$ cat src/rtl/tfl_pkg.sv
// Shared phase and state encodings plus
// default phase durations for the traffic-light timer.
package tfl_pkg;

  typedef enum logic [1:0] {
    PH_GREEN_A = 2'd0,
    PH_YELLOW  = 2'd1,
    PH_GREEN_B = 2'd2,
    PH_SHORT   = 2'd3
  } phase_e;

  typedef enum logic [1:0] {
    ST_IDLE    = 2'd0,
    ST_RUN     = 2'd1,
    ST_HOLD    = 2'd2,
    ST_EXPIRED = 2'd3
  } state_e;

  localparam int DEF_WIDTH    = 10;
  localparam int DEF_GREEN_A  = 60;
  localparam int DEF_YELLOW   = 5;
  localparam int DEF_GREEN_B  = 50;
  localparam int DEF_SHORT    = 10;
  localparam int DEF_EXT_STEP = 10;
  localparam int DEF_EXT_MAX  = 30;
  localparam int DEF_TICK_DIV = 1;

endpackage

$ cat src/rtl/tick_gen.sv
// Tick prescaler: one tick every TICK_DIV enabled cycles,
// counter zeroed by restart.
module tick_gen #(
  parameter int TICK_DIV = 1
) (
  input  logic clk,
  input  logic reset,
  input  logic restart,
  input  logic enable,
  output logic tick
);

  localparam int CW =
    (TICK_DIV > 1) ? $clog2(TICK_DIV) : 1;
  localparam logic [CW-1:0] LAST = CW'(TICK_DIV - 1);

  logic [CW-1:0] cnt_q, cnt_d;

  always_comb begin
    cnt_d = cnt_q;
    tick  = 1'b0;
    if (restart) begin
      cnt_d = '0;
    end else if (enable) begin
      if (cnt_q == LAST) begin
        tick  = 1'b1;
        cnt_d = '0;
      end else begin
        cnt_d = cnt_q + 1'b1;
      end
    end
  end

  always_ff @(posedge clk or negedge reset) begin
    if (!reset) cnt_q <= '0;
    else        cnt_q <= cnt_d;
  end

endmodule

$ cat src/rtl/phase_timer.sv
// Phase countdown timer with hold, capped extension
// and a one-cycle done pulse on expiry.
module phase_timer
  import tfl_pkg::*;
#(
  parameter int WIDTH       = DEF_WIDTH,
  parameter int DUR_GREEN_A = DEF_GREEN_A,
  parameter int DUR_YELLOW  = DEF_YELLOW,
  parameter int DUR_GREEN_B = DEF_GREEN_B,
  parameter int DUR_SHORT   = DEF_SHORT,
  parameter int EXT_STEP    = DEF_EXT_STEP,
  parameter int EXT_MAX     = DEF_EXT_MAX,
  parameter int TICK_DIV    = DEF_TICK_DIV
) (
  input  logic             clk,
  input  logic             reset,
  input  logic             start,
  input  logic [1:0]       phase,
  input  logic             hold,
  input  logic             extend,
  input  logic             clear,
  output logic             done,
  output logic             busy,
  output logic [WIDTH-1:0] remaining,
  output logic [WIDTH-1:0] ext_total
);

  localparam int RMAX = (1 << WIDTH) - 1;

  if (WIDTH < 1 || WIDTH > 30 ||
      DUR_GREEN_A < 1 || DUR_GREEN_A > RMAX ||
      DUR_YELLOW  < 1 || DUR_YELLOW  > RMAX ||
      DUR_GREEN_B < 1 || DUR_GREEN_B > RMAX ||
      DUR_SHORT   < 1 || DUR_SHORT   > RMAX ||
      EXT_MAX < EXT_STEP || EXT_MAX > RMAX ||
      TICK_DIV < 1) begin : g_bad_cfg
    $error("phase_timer: illegal parameters");
  end

  state_e           state_q, state_d;
  logic [WIDTH-1:0] rem_q, rem_d;
  logic [WIDTH-1:0] ext_q, ext_d;
  logic             done_q, done_d;

  logic             tick;
  logic             active;
  logic [WIDTH-1:0] dur;
  logic [WIDTH-1:0] room;
  logic [WIDTH-1:0] grant;
  logic [WIDTH:0]   sum;
  logic [WIDTH-1:0] rem_sat;

  assign active = (state_q == ST_RUN) ||
                  (state_q == ST_HOLD);

  tick_gen #(
    .TICK_DIV(TICK_DIV)
  ) u_tick (
    .clk    (clk),
    .reset  (reset),
    .restart(start),
    .enable (active && !hold),
    .tick   (tick)
  );

  always_comb begin
    dur = '0;
    unique case (1'b1)
      phase == PH_GREEN_A: dur = WIDTH'(DUR_GREEN_A);
      phase == PH_YELLOW:  dur = WIDTH'(DUR_YELLOW);
      phase == PH_GREEN_B: dur = WIDTH'(DUR_GREEN_B);
      phase == PH_SHORT:   dur = WIDTH'(DUR_SHORT);
    endcase
  end

  // grant shrinks to whatever is left under the cap
  always_comb begin
    room  = WIDTH'(EXT_MAX) - ext_q;
    grant = '0;
    if (extend) begin
      grant = (room < WIDTH'(EXT_STEP)) ?
              room : WIDTH'(EXT_STEP);
    end
    sum = {1'b0, rem_q} + {1'b0, grant}
        - {{WIDTH{1'b0}}, tick};
    rem_sat = sum[WIDTH] ? '1 : sum[WIDTH-1:0];
  end

  always_comb begin
    state_d = state_q;
    rem_d   = rem_q;
    ext_d   = ext_q;
    done_d  = 1'b0;
    if (start) begin
      state_d = ST_RUN;
      rem_d   = dur;
      ext_d   = '0;
    end else if (clear) begin
      state_d = ST_IDLE;
      rem_d   = '0;
      ext_d   = '0;
    end else if (active) begin
      state_d = hold ? ST_HOLD : ST_RUN;
      rem_d   = rem_sat;
      ext_d   = ext_q + grant;
      if (tick && rem_sat == '0) begin
        state_d = ST_EXPIRED;
        done_d  = 1'b1;
      end
    end
  end

  always_ff @(posedge clk or negedge reset) begin
    if (!reset) begin
      state_q <= ST_IDLE;
      rem_q   <= '0;
      ext_q   <= '0;
      done_q  <= 1'b0;
    end else begin
      state_q <= state_d;
      rem_q   <= rem_d;
      ext_q   <= ext_d;
      done_q  <= done_d;
    end
  end

  assign done      = done_q;
  assign busy      = active;
  assign remaining = rem_q;
  assign ext_total = ext_q;

endmodule

$ cat config.mk
export PLATFORM = sky130hd
export DESIGN_NAME = phase_timer
export DESIGN_NICKNAME = d
export VERILOG_FILES = /design/src/rtl/tfl_pkg.sv /design/src/rtl/tick_gen.sv /design/src/rtl/phase_timer.sv
export SDC_FILE = /design/constraint.sdc
export NUM_CORES = 1
export LEC_CHECK = 0
export BUFFER_PORTS_ARGS = -buffer_cell sky130_fd_sc_hd__buf_2
export CORE_MARGIN = 1
export CORE_UTILIZATION = 60
export CTS_BUF_LIST = sky130_fd_sc_hd__clkbuf_4
export DETAILED_ROUTE_END_ITERATION = 12
export MAX_ROUTING_LAYER = met4
export PLACE_DENSITY = 0.8
export REMOVE_ABC_BUFFERS = 1
export SLEW_MARGIN = 20
export SYNTH_ARGS = -nofsm -noshare
export SYNTH_HDL_FRONTEND = slang
export SYNTH_SLANG_ARGS = --single-unit
$ cat constraint.sdc
create_clock -name clk -period 5.3 [get_ports clk]
set_input_delay 0.53 -clock clk [delete_from_list [all_inputs] [get_ports clk]]
set_output_delay 0.53 -clock clk [all_outputs]
set_load 0.05 [all_outputs]
==> results of run 1 <==
==> area by class of cell <==
| cell class | count | area (sq um) | area share |
|---|---|---|---|
| clock buffer | 4 | 30.0 | 0.0114 |
| inverter | 41 | 154 | 0.0585 |
| multi-input combinational | 232 | 1660 | 0.631 |
| sequential | 23 | 576 | 0.219 |
| tap | 48 | 60.1 | 0.0228 |
| timing repair buffer | 30 | 153 | 0.0580 |
==> stage by stage <==
stage | hold slack (ps) | util | power (mW) | cells | setup slack, ps
floorplan | 234 | - | 0.510 | 296 | 1020
global placement | 556 | 0.695 | 0.593 | 374 | 1100
detailed placement | 553 | 0.695 | 0.599 | 374 | 892
CTS | 195 | 0.703 | 0.694 | 378 | 853
global route | 214 | 0.703 | 0.748 | 378 | 492
finish | 170 | 0.703 | 0.697 | 378 | 782
==> routing by layer <==
| layer | GRT usage | share of wire | vias to the layer above |
|---|---|---|---|
| met5 | - | 0 | - |
| met4 | 0.0435 | 0.0040 | 0 |
| met3 | 0.0313 | 0.056 | 2 |
| met2 | 0.433 | 0.43 | 58 |
| met1 | 0.419 | 0.51 | 1006 |
| li1 | - | - | 1121 |
==> power by group through the flow <==
stage | registers [mW] | logic (mW) | clock network (mW)
floorplan | 0.253 | 0.257 | 0
global placement | 0.207 | 0.386 | 0
detailed placement | 0.208 | 0.390 | 0
CTS | 0.205 | 0.395 | 0.0946
global route | 0.207 | 0.442 | 0.0995
finish | 0.205 | 0.399 | 0.0925
==> worst max-delay path, delay by kind of cell (launching register included) <==
family / cells / cell delay, ps
AO/OA/AOI/OAI: 6 / 1500
adder cells (fa/ha/maj): 4 / 1120
AND/OR/NAND/NOR: 5 / 1010
flip-flops: 1 / 480
XOR/XNOR: 1 / 190
buffers and inverters: 2 / 110
==> path summary, 6_finish.rpt <==
kind	to	cells past startpoint
setup / recovery	state_q[1]$_DFFE_PN0P_	18
hold / removal	ext_total[2]$_DFFE_PN0P_	1
setup reg to reg	state_q[1]$_DFFE_PN0P_	18
hold reg to reg	remaining[6]$_DFFE_PN0P_	2
max in group asynchronous	remaining[4]$_DFFE_PN0P_	1
min in group clk	state_q[0]$_DFFE_PN0P_	2
==> sequential cells by signal, indices dropped and copies added, names as in the netlist <==
| name | cells |
|---|---|
| ext_total | 10 |
| remaining | 10 |
| state_q | 2 |
| done | 1 |
==> synth_stat cells (7+ instances only) <==
cell and instances:
ha_1 34, inv_1 41, a21oi_1 21, xnor2_1 10, a21o_1 8, a211oi_1 7, nand2_1 18, dfrtp_1 23
nor2_1 15, o21ai_0 19, nand3_1 12, clkbuf_1 8
==> logic make-up (layout without fill, tap and decap cells) <==
group                    Yosys count  in the layout  share of synthesized area
flip-flops                        23             23                      0.240
XOR/XNOR                          13             13                     0.0476
adder cells (fa/ha/maj)           37             37                      0.199
buffers and inverters             51             75                     0.0836
other                              2             11                    0.00314
AND/OR/NAND/NOR                   82             82                      0.179
AO/OA/AOI/OAI                     89             89                      0.247
==> placed cells by master (no fill, tap or decap), drive strengths merged, types with 2 or more instances in the layout <==
cell	n
a221oi	3
inv	41
nand3	12
nor3	5
dfrtp	23
nand2	18
or3	3
and3	3
o31ai	2
a211oi	7
o21bai	2
and2	4
buf	30
nor2b	2
clkbuf	4
a21bo	2
a21oi	22
nor4	5
a21boi	3
xor2	3
o2111a	2
nor3b	2
conb	11
nor2	15
nand4	4
or2	2
or4	3
o22ai	2
xnor2	10
a21o	8
ha	34
o21ai	20
nand2b	2
a31oi	5
fa	2
o21a	3
==> flow_summary.json, run 1 <==
{
  "hold_class": "in -> async",
  "drive_gt1_frac": 0.133,
  "cts_tree": "built",
  "grt_pass1_wl_mm": 9.27,
  "setup_violations": 0,
  "synth-main-ff-cell": "dfrtp_1",
  "path_cells": "ha_1 -> xnor2_1 -> nor4b_1 -> a21oi_1 -> nand2b_1 -> a21oi_1 -> nand3_1 -> ha_1 -> inv_1 -> ha_1 -> inv_1 -> fa_1 -> nand2b_1 -> a21oi_1 -> o31ai_1 -> a21boi_0 -> nand4_1 -> o41ai_2",
  "power_frac_comb": 0.573,
  "drtIter0Drc": 192,
  "critPathArrivalTime_ps": 4730,
  "postSynthAreaPerCell_sq_um": 8.06,
  "grt.total_usage": 0.286,
  "h-tree-depth": 1,
  "rsz0062_at_grt": "no",
  "holdBufCountCts": 0,
  "drtPass1Iterations": 5,
  "nFillCells": 321,
  "p_per_area_nw_per_um2": 265,
  "status": "finished clean",
  "synth_edf_count": 0,
  "coreArea_sq_um": 3740,
  "cts_inserted_buffers": 3,
  "synth.distinct_cells": 53,
  "internal_power_mw": 0.368,
  "nets": 375,
  "yosys.area.top_type_share": 0.240,
  "path_class": "reg -> reg",
  "rows": 22,
  "maxSlewHeadroom": 0.525,
  "die-area_sq_um": 4250,
  "vias_per_cell": 5.79,
  "grt-ovfl-total": 0,
  "diodes": 0,
  "post-route-drc-count": 0,
  "slowest_stage": "dfrtp_1",
  "path_clk_slew_ps": 150,
  "fin_skew_ps": 18.3,
  "synth_area_leader_cell": "dfrtp_1",
  "cpPeakStageDelay_ps": 480,
  "routed_wl_mm": 5.47,
  "yosysWarnings": 0,
  "synth-seq-cells": 23,
  "reg2reg_slack_ps": 780,
  "p_clk_frac": 0.133,
  "worstMarginPinSlew_ps": 710,
  "synth_area_leaders": "dfrtp_1, ha_1, inv_1",
  "finalSetupTns_ps": 0,
  "syn2layout_area_growth_pct": 9.93,
  "crit_start": "ext_total[0]$_DFFE_PN0P_",
  "cts_resized": 0,
  "cts.sinks": 23,
  "power_switching_mw": 0.329,
  "fmax_mhz": 221,
  "die_h_microns": 65.2,
  "required_ps": 5510,
  "grt_start_max_net_pins": 25,
  "drv_cap": 0,
  "timing.rr.start": "ext_total[0]$_DFFE_PN0P_",
  "antenna_found_initial": 0,
  "startpoint_type": "register",
  "gp_congestion": 0.847,
  "clk_latency_ps": 320,
  "top_level_ports": 30,
  "cts_buffer_depth": 2,
  "leakage_nw": 1.34,
  "grt_pass1_vias": 2020,
  "cp-end-kind": "register",
  "start_util": 0.639,
  "dpl-instance-area_sq_um": 2600,
  "cts_setup_buffers": 0,
  "drv_slew": 0,
  "vias": 2187,
  "wire_per_inst_microns": 14.5,
  "io_buffers": 29,
  "hpwl_mm": 4.19,
  "die_w_microns": 65.2,
  "period_needed_ps": 4520,
  "ys_seq_area_frac": 0.240,
  "netlist_area_sq_um": 2390,
  "hold_viol": 0,
  "root_buffer": "clkbuf_4",
  "sw_frac_of_total": 0.472,
  "async_reset_ff_frac": 1.00,
  "ir_drop_mv": 0.141,
  "final_cell_area_sq_um": 2630,
  "path_max_fanout": 8,
  "synthCells": 297,
  "seq_power_share": 0.294,
  "min_period_over_period": 0.852,
  "ant_nets": 0
}
Note: power is estimated with default switching activity, not from simulation.
==> run 2, diff against run 1 <==
--- a/config.mk
+++ b/config.mk
@@ -7,11 +7,11 @@
 export LEC_CHECK = 0
 export BUFFER_PORTS_ARGS = -buffer_cell sky130_fd_sc_hd__buf_2
 export CORE_MARGIN = 1
-export CORE_UTILIZATION = 60
+export CORE_UTILIZATION = 40
 export CTS_BUF_LIST = sky130_fd_sc_hd__clkbuf_4
 export DETAILED_ROUTE_END_ITERATION = 12
 export MAX_ROUTING_LAYER = met4
-export PLACE_DENSITY = 0.8
+export PLACE_DENSITY = 0.57
 export REMOVE_ABC_BUFFERS = 1
 export SLEW_MARGIN = 20
 export SYNTH_ARGS = -nofsm -noshare
==> flow_summary.json, run 2 (synthesis results as in run 1) <==
{
  "status": "finished clean",
  "slowest_stage": "dfrtp_1",
  "path_clk_slew_ps": 140,
  "layoutNonFillerInstCount": 402,
  "dpl.cell_count": 398,
  "path_cells": "ha_1 -> xnor2_1 -> nor4b_1 -> a21oi_1 -> nand2b_1 -> a21oi_1 -> nand3_1 -> ha_1 -> inv_1 -> ha_1 -> inv_1 -> fa_1 -> nand2b_1 -> a21oi_1 -> o41a_1 -> or3_4 -> a21oi_2 -> a31oi_1",
  "clk_latency_ps": 320,
  "top_level_ports": 30,
  "finalSetupTns_ps": 0,
  "path_class": "reg -> reg",
  "grt_pass1_wl_mm": 9.54,
  "hpwl_mm": 4.45,
  "cts_inserted_buffers": 3,
  "syn2layout_area_growth_pct": 11.2,
  "min_period_over_period": 0.838,
  "root_buffer": "clkbuf_4",
  "period_needed_ps": 4440,
  "cts_tree": "built",
  "drv_cap": 0,
  "drtIter0Drc": 80,
  "grt-ovfl-total": 0,
  "mostFrequentLayoutCells": "inv_1, ha_1, buf_2",
  "start_util": 0.424,
  "cts_buffer_depth": 2,
  "nets": 375,
  "maxSlewHeadroom": 0.483,
  "diodes": 0,
  "io_buffers": 29,
  "cp-end-kind": "register",
  "cts_setup_buffers": 0,
  "h-tree-depth": 1,
  "crit_buf_inv": 2,
  "vias_per_cell": 5.36,
  "holdBufCountCts": 0,
  "die_w_microns": 79.4,
  "routed_wl_mm": 5.63,
  "grt_pass1_vias": 1977,
  "ir_drop_mv": 0.181,
  "place_ws_ps": 937,
  "coreArea_sq_um": 5640,
  "required_ps": 5500,
  "dpl-instance-area_sq_um": 2630,
  "die-area_sq_um": 6300,
  "ant_nets": 0,
  "drive_gt1_frac": 0.133,
  "leakage_nw": 1.34,
  "die_h_microns": 79.4,
  "final_common_cell": "inv_1",
  "drtPass1Iterations": 4,
  "rsz0062_at_grt": "no",
  "gp_congestion": 0.839,
  "hold_viol": 0,
  "grt.total_usage": 0.200,
  "post-route-drc-count": 0,
  "critPathArrivalTime_ps": 4640,
  "rows": 27,
  "worst_slack_ps": 857,
  "p_per_area_nw_per_um2": 260,
  "worstMarginPinSlew_ps": 772,
  "fin_skew_ps": 3.34,
  "cts_resized": 0,
  "critPathTopFamily": "compound AO/OA/AOI/OAI gates",
  "cpPeakStageDelay_ps": 480,
  "startpoint_type": "register",
  "wire_per_inst_microns": 14.0,
  "cts.sinks": 23,
  "fmax_mhz": 225,
  "vias": 2155,
  "drv_slew": 0,
  "path_max_fanout": 8,
  "hold_class": "in -> async",
  "grt_start_max_net_pins": 24,
  "final_cell_area_sq_um": 2660,
  "setup_violations": 0,
  "antenna_found_initial": 0
}
run 2: cell counts in the layout (fill, tap and decap cells not counted):
No cell type changed its count.
run 2: metrics by stage:
| step | hold slack (ps) | util | power (mW) |
|---|---|---|---|
| after global placement | 552 | 0.466 | 0.603 |
| after detailed placement | 554 | 0.466 | 0.602 |
| after global routing | 225 | 0.472 | 0.753 |
| after CTS | 188 | 0.472 | 0.698 |
| final | 184 | 0.472 | 0.693 |
| after floorplan | 234 | - | 0.510 |
run 2: cell type report:
type                            count  area [sq um]
Fill cell                         582          2980
Multi-Input combinational cell    232          1660
Sequential cell                    23           576
Inverter                           41           154
Timing Repair Buffer               30           153
Tap cell                           72          90.1
Clock buffer                        4          30.0
run 2: metal layers:
layer  GRT usage  part of all wire
met1       0.292              0.52
met2       0.293              0.43
met3      0.0287             0.035
met4      0.0364            0.0059
met5           -                 0
run 2: report_power, final:
| part | switching (mW) | internal, mW |
|---|---|---|
| sequential | 0.0139 | 0.190 |
| clock | 0.0574 | 0.0346 |
| combinational | 0.254 | 0.143 |
run 2: worst paths after layout:
path                       slack [ps]                startpoint                       end  cells after the start
max reg2reg                       860  ext_total[0]$_DFFE_PN0P_  remaining[5]$_DFFE_PN0P_                     18
max                               860  ext_total[0]$_DFFE_PN0P_  remaining[5]$_DFFE_PN0P_                     18
min reg2reg                       580  remaining[6]$_DFFE_PN0P_  remaining[6]$_DFFE_PN0P_                      2
max in group asynchronous        4730                     reset  ext_total[5]$_DFFE_PN0P_                      1
min                               180                     reset  remaining[6]$_DFFE_PN0P_                      1
min in group clk                  420                     clear    state_q[0]$_DFFE_PN0P_                      2
==> run 3, diff against run 2 <==
==> constraint.sdc (replaced) <==
create_clock -name clk -period 4.4 [get_ports clk]
set_input_delay 0.44 -clock clk [delete_from_list [all_inputs] [get_ports clk]]
set_output_delay 0.44 -clock clk [all_outputs]
set_load 0.05 [all_outputs]
==> flow_summary.json, run 3 (synthesis results as in run 1) <==
{
  "cp_num_cells": 18,
  "min_period_over_period": 0.932,
  "required_ps": 4630,
  "holdBufCountCts": 0,
  "drive_gt1_frac": 0.160,
  "routed_wl_mm": 5.78,
  "cts_inserted_buffers": 3,
  "rsz0062_at_grt": "no",
  "timing.rr.start": "ext_total[0]$_DFFE_PN0P_",
  "hpwl_mm": 4.54,
  "crit_start": "ext_total[0]$_DFFE_PN0P_",
  "path_clk_slew_ps": 140,
  "syn2layout_area_growth_pct": 13.3,
  "coreArea_sq_um": 5640,
  "cp-end-kind": "register",
  "grt-ovfl-total": 0,
  "path_max_fanout": 7,
  "fin_skew_ps": 10.5,
  "ir_drop_mv": 0.131,
  "final_common_cell": "inv_1",
  "io_buffers": 29,
  "cpPeakStageDelay_ps": 480,
  "final_cell_area_sq_um": 2710,
  "ff2ff_path_depth": 18,
  "critPathCapture": "state_q[1]$_DFFE_PN0P_",
  "cts_tree": "built",
  "mostFrequentLayoutCells": "inv_1, ha_1, buf_2",
  "p_per_area_nw_per_um2": 314,
  "drv_slew": 0,
  "start_util": 0.424,
  "cts.sinks": 23,
  "reg2reg_slack_ps": 300,
  "die_h_microns": 79.4,
  "grt.total_usage": 0.206,
  "crit_buf_inv": 2,
  "grt_pass1_wl_mm": 9.83,
  "clk_latency_ps": 320,
  "path_cells": "ha_1 -> xnor2_2 -> nor4b_2 -> a21oi_1 -> nand2b_1 -> a21oi_1 -> nand3_1 -> ha_1 -> inv_1 -> ha_1 -> inv_1 -> fa_1 -> nand2b_1 -> a21oi_1 -> o41a_1 -> or3_4 -> and2_4 -> o41ai_2",
  "fmax_mhz": 244,
  "grt_pass1_vias": 2084,
  "slowest_stage": "dfrtp_2",
  "diodes": 0,
  "gp_congestion": 0.911,
  "ant_nets": 0,
  "rr_endpoint": "state_q[1]$_DFFE_PN0P_",
  "critPathArrivalTime_ps": 4340,
  "nets": 377,
  "dpl-instance-area_sq_um": 2640,
  "antenna_found_initial": 0,
  "drtPass1Iterations": 5,
  "p_total_mw": 0.852,
  "setup_violations": 0,
  "hold_viol": 0,
  "grt_start_max_net_pins": 24,
  "h-tree-depth": 1,
  "hold_class": "in -> async",
  "leakage_nw": 1.35,
  "layoutNonFillerInstCount": 404,
  "die_w_microns": 79.4,
  "post-route-drc-count": 0,
  "die-area_sq_um": 6300,
  "wire_per_inst_microns": 14.3,
  "critPathTopFamily": "simple AND/OR/NAND/NOR gates",
  "startpoint_type": "register",
  "maxSlewHeadroom": 0.556,
  "vias": 2169,
  "dpl.cell_count": 399,
  "hold_slack_ps": 72.5,
  "vias_per_cell": 5.37,
  "status": "finished clean",
  "rows": 27,
  "worstMarginPinSlew_ps": 664,
  "period_needed_ps": 4100,
  "cts_buffer_depth": 2,
  "drtIter0Drc": 103,
  "drv_cap": 0,
  "top_level_ports": 30,
  "path_class": "reg -> reg",
  "root_buffer": "clkbuf_4",
  "finalSetupTns_ps": 0
}
## run 3: metrics by stage
stage	util	worst slack (ps)
global route	0.481	12.5
global placement	0.468	298
floorplan	-	122
finish	0.481	299
detailed placement	0.468	268
CTS	0.473	210
## run 3: worst min path at each step
stage,startpoint,end,slack (ps),cells after the start
after floorplan,reset,done$_DFF_PN0_,140,0
after global placement,reset,remaining[6]$_DFFE_PN0P_,460,1
after detailed placement,reset,remaining[7]$_DFFE_PN0P_,460,1
after CTS,reset,remaining[7]$_DFFE_PN0P_,80,1
after global routing,reset,remaining[7]$_DFFE_PN0P_,90,1
final,reset,remaining[7]$_DFFE_PN0P_,70,1
## run 3: cell type report
class                      count  area (sq um)
inverter                      41           154
clock buffer                   4          30.0
multi-input combinational    232          1690
fill                         567          2930
sequential                    23           578
tap                           72          90.1
timing repair buffer          32           168
## run 3: power by group
part           switching [mW]  internal (mW)
clock network          0.0670         0.0417
registers              0.0171          0.229
logic                   0.316          0.181
## run 3: layer usage
metal	global-route usage	share of wire	vias to the layer above
li1	-	-	1125
met1	0.289	0.52	991
met2	0.319	0.44	48
met3	0.0310	0.036	5
met4	0.0273	0.0050	0
met5	-	0	-
## run 3: timing repair
item                       CTS  global route
resized for setup            0             8
buffers inserted             0             1
hold endpoints to repair     0             0
setup endpoints to repair    0            11
